## config.mk

```make
export PLATFORM = sky130hd
export DESIGN_NAME = rgb_cmp_arbiter
export DESIGN_NICKNAME = d
export VERILOG_FILES = /design/src/rtl/rgb_cmp_arbiter.sv
export SDC_FILE = /design/constraint.sdc
export NUM_CORES = 1
export LEC_CHECK = 0
export CORE_MARGIN = 10
export CORE_UTILIZATION = 50
export CTS_CLUSTER_DIAMETER = 100
export DETAILED_ROUTE_END_ITERATION = 8
export DONT_BUFFER_PORTS = 1
export GPL_ROUTABILITY_DRIVEN = 0
export MAX_ROUTING_LAYER = met4
export PLACE_DENSITY = 0.72
export SLEW_MARGIN = 10
export SYNTH_ARGS = -nofsm -noshare
export SYNTH_HDL_FRONTEND = slang
export SYNTH_SLANG_ARGS = --single-unit
export TNS_END_PERCENT = 1
```

## constraint.sdc

```tcl
create_clock -name clk -period 3.1 [get_ports clk]
set_clock_uncertainty 0.1 [all_clocks]
set_input_delay 0.62 -clock clk [delete_from_list [all_inputs] [get_ports clk]]
set_output_delay 0.62 -clock clk [all_outputs]
set_load 0.01 [all_outputs]
```

## src/rtl/rgb_cmp_arbiter.sv

```systemverilog
// Two-requester round-robin arbiter that captures the winner's operands and
// shows their unsigned comparison on red/green/blue for HOLD_CYCLES cycles.
module rgb_cmp_arbiter #(
  parameter int HOLD_CYCLES = 4
) (
  input  logic       clk,
  input  logic       rst_n,
  input  logic       req0,
  input  logic [1:0] a0,
  input  logic [1:0] b0,
  output logic       ack0,
  input  logic       req1,
  input  logic [1:0] a1,
  input  logic [1:0] b1,
  output logic       ack1,
  output logic       red,
  output logic       green,
  output logic       blue,
  output logic       busy,
  output logic       grant_id
);

  typedef enum logic {IDLE = 1'b0, SHOW = 1'b1} state_e;

  state_e     state_q, state_d;
  logic [7:0] cnt_q, cnt_d;
  logic [1:0] a_q, a_d, b_q, b_d;
  logic       gid_q, gid_d;
  logic       last_q, last_d;
  logic       ack0_q, ack0_d, ack1_q, ack1_d;
  logic       win;

  always_ff @(posedge clk or negedge rst_n) begin
    if (!rst_n) begin
      state_q <= IDLE;
      cnt_q   <= '0;
      a_q     <= '0;
      b_q     <= '0;
      gid_q   <= 1'b0;
      last_q  <= 1'b1;
      ack0_q  <= 1'b0;
      ack1_q  <= 1'b0;
    end else begin
      state_q <= state_d;
      cnt_q   <= cnt_d;
      a_q     <= a_d;
      b_q     <= b_d;
      gid_q   <= gid_d;
      last_q  <= last_d;
      ack0_q  <= ack0_d;
      ack1_q  <= ack1_d;
    end
  end

  // On a tie the port not granted last wins; otherwise the lone requester.
  assign win = (req0 & req1) ? ~last_q : req1;

  always_comb begin
    state_d = state_q;
    cnt_d   = cnt_q;
    a_d     = a_q;
    b_d     = b_q;
    gid_d   = gid_q;
    last_d  = last_q;
    ack0_d  = 1'b0;
    ack1_d  = 1'b0;
    case (state_q)
      IDLE: begin
        if (req0 | req1) begin
          state_d = SHOW;
          a_d     = win ? a1 : a0;
          b_d     = win ? b1 : b0;
          gid_d   = win;
          last_d  = win;
          cnt_d   = 8'(HOLD_CYCLES - 1);
          ack0_d  = ~win;
          ack1_d  = win;
        end
      end
      SHOW: begin
        if (cnt_q == 8'd0) state_d = IDLE;
        else               cnt_d   = cnt_q - 8'd1;
      end
      default: state_d = IDLE;
    endcase
  end

  // Outputs depend only on state and captured registers, never on inputs.
  assign busy     = (state_q == SHOW);
  assign red      = busy && (a_q >  b_q);
  assign green    = busy && (a_q == b_q);
  assign blue     = busy && (a_q <  b_q);
  assign ack0     = ack0_q;
  assign ack1     = ack1_q;
  assign grant_id = gid_q;

endmodule
```

==> reports/qor.txt <==
Status -> completed
Die width -> 62.4 microns
Worst Setup Start Kind -> register
Post-CTS Setup Bufs -> 0
Leakage -> 0.443 nW
Hold crit path type -> input pin to async pin
Vias -> 635
Fin nets -> 108
Clk sinks -> 17
Crit Path Category -> register to primary output
H-tree depth -> 1
Final setup margin -> 0.989 ns
Final max-slew violation count -> 0
Rows -> 15
Total GRT Usage -> 9.51%
Die area -> 3900 sq um
Worst-path fanout max -> 3
Post-synth ARST share -> 100%
CTS tree -> yes
Area growth syn-to-layout -> 5.42%
Worst setup EP type -> primary output
Commonest cells after routing, fill and taps aside -> dfrtp_1, nand2_1, nor2_1
Dpl cells -> 111
Post-synth EDFFs -> 0
Port Buffer Count -> 0
Fin. Hold Viols -> 0
CTS Root Cell -> clkbuf_4
Clk Latency, worst-skew pair -> 0.29 ns
Slowest CP cell -> dfrtp_1
DRT Wirelength -> 1740 microns
RSZ-0062 raised after global routing -> no
Fmax -> 0.474 GHz
Top Ports -> 19
Total core area -> 1730 sq um
DIE HEIGHT -> 62.4 microns
Fin Setup TNS -> 0 ns
Critical-path cell list -> ha_1, a21oi_1, and2_1
Final period utilization -> 68.1%
FF+latch count, synth -> 17
Post-Syn Instances -> 90
Yosys cell types -> 32
Worst EP arrival -> 1.39 ns
Post-Place Setup Slack -> 1.10 ns
Final setup vio count -> 0
Drt initial violations -> 18
Gr ovfl total -> 0
CTS Buf Count -> 3
DRC violations left -> 0
Family with the most delay on the worst path -> flip-flops
Largest net degree at the start of global routing -> 17
Number of global-route vias before repair -> 648
# Max-Cap Violations -> 0
Via density per instance -> 5.47
Syn_nets -> 106
DRT antenna net count -> 0
Antenna violations before repair -> 0
Post-detail-place hpwl -> 1350 microns
Clock slew seen by the registers of the worst setup and hold paths -> 0.10 ns
# diodes -> 0
CP max stage delay -> 0.41 ns
Pre-antenna DRT Iters -> 4
Area of the mapped netlist -> 901 sq um
YS warnings -> 0
Critical path buffer and inverter count -> 0
Rel. slew slack -> 52.7%
Most used DFF post-synth -> dfrtp_1
Commonest non-fill, non-tap cell in the layout -> dfrtp_1
Clk buf depth -> 2
Share of layout cells above drive strength 1 -> 9.89%
Initial Utilization -> 52.2%
Post-Layout Cell Count -> 116
VDD IR max -> 0.521 mV
Avg Cell Area, Syn -> 10.0 sq um
Pwr dens -> 1010 nW/um^2
WP data required -> 2.38 ns
Register area share after synthesis -> 47.4%
Min Tclk post-route -> 2.11 ns
Least-Margin Pin Slew -> 0.707 ns
Routed WL per cell -> 15.0 microns
Global-route wire length before repair -> 2970 microns
## repair_timing
item	in CTS	in global routing
hold buffers	1	0
endpoints found under the hold margin	16	0
resized for setup	0	0
## final timing paths
check                                           from              endpoint  slack (ns)  cells past startpoint
min in group clk                                req1    b_q[0]$_DFFE_PN0P_        0.37                      2
worst max register to register        busy$_DFF_PN0_  cnt_q[7]$_DFFE_PN0P_        1.09                      3
max in group asynchronous                      rst_n  cnt_q[6]$_DFFE_PN0P_        1.74                      1
worst max-delay path              a_q[1]$_DFFE_PN0P_                  blue        0.99                      3
worst min register to register  cnt_q[5]$_DFFE_PN0P_  cnt_q[5]$_DFFE_PN0P_        0.41                      1
worst min-delay path                           rst_n    last_q$_DFFE_PN1P_        0.05                      0
## kinds of logic (layout without fill, tap and decap cells)
kind of cell             after synthesis  count (layout)  synth area share [%]
AO/OA/AOI/OAI                         19              19                  15.7
adder cells (fa/ha/maj)                4               4                  5.56
buffers and inverters                  9              10                  4.31
flip-flops                            17              17                  47.4
multiplexers                           5               5                  5.56
AND/OR/NAND/NOR                       36              36                  21.5
## per-stage QoR
stage	hold WS (ns)	power, mW	instance area, sq um	util, %
floorplan	0.224	0.763	901	-
global placement	0.225	0.829	912	52.8
detailed placement	0.225	0.845	912	52.8
CTS	0.0450	0.968	950	55.0
global route	0.0308	1.05	950	55.0
finish	0.0522	0.959	950	55.0
## cell type report
type	instances	area (sq um)
Clock buffer	3	22.5
Clock inverter	1	5.00
Fill cell	166	777
Inverter	5	18.8
Multi-Input combinational cell	64	435
Sequential cell	17	427
Tap cell	25	31.3
Timing Repair Buffer	1	10.0
## worst reg2reg max path, cell delays in order, from the launching register on
cell,delay [ns]
dfrtp_1,0.61
or4b_2,0.63
or4_1,0.48
a21oi_1,0.13
## layer usage
metal | track usage, % | up-vias | wire length (microns)
li1 | - | 318 | -
met1 | 11.0 | 303 | 808
met2 | 14.0 | 14 | 779
met3 | 5.73 | 0 | 154
met4 | 1.68 | 0 | 0
met5 | - | - | 0
## registers in the layout (all words and copies together) (netlist names)
register  flops
a_q           2
last_q        1
cnt_q         8
b_q           2
grant_id      1
ack1          1
busy          1
ack0          1
## Yosys cell counts (2+ instances only)
master	number	area [sq um]
nand2b_1	3	18.8
a21oi_1	3	15.0
ha_1	4	50.1
and3_1	2	12.5
o211ai_1	2	15.0
o21ai_0	3	15.0
inv_1	5	18.8
a221o_1	3	30.0
dfrtp_1	16	400
nor2_1	8	30.0
clkbuf_1	2	7.51
or4_1	2	15.0
nor2b_1	3	18.8
o21bai_1	2	15.0
and2_1	3	18.8
mux2i_1	5	50.1
nand2_1	9	33.8
## power by group
group / switching [mW] / total, mW / internal (mW)
registers: 0.0961 / 0.417 / 0.321
clock network: 0.0705 / 0.119 / 0.0480
logic: 0.231 / 0.424 / 0.193
total: 0.398 / 0.959 / 0.562
Power figures use the tool's default switching activity.
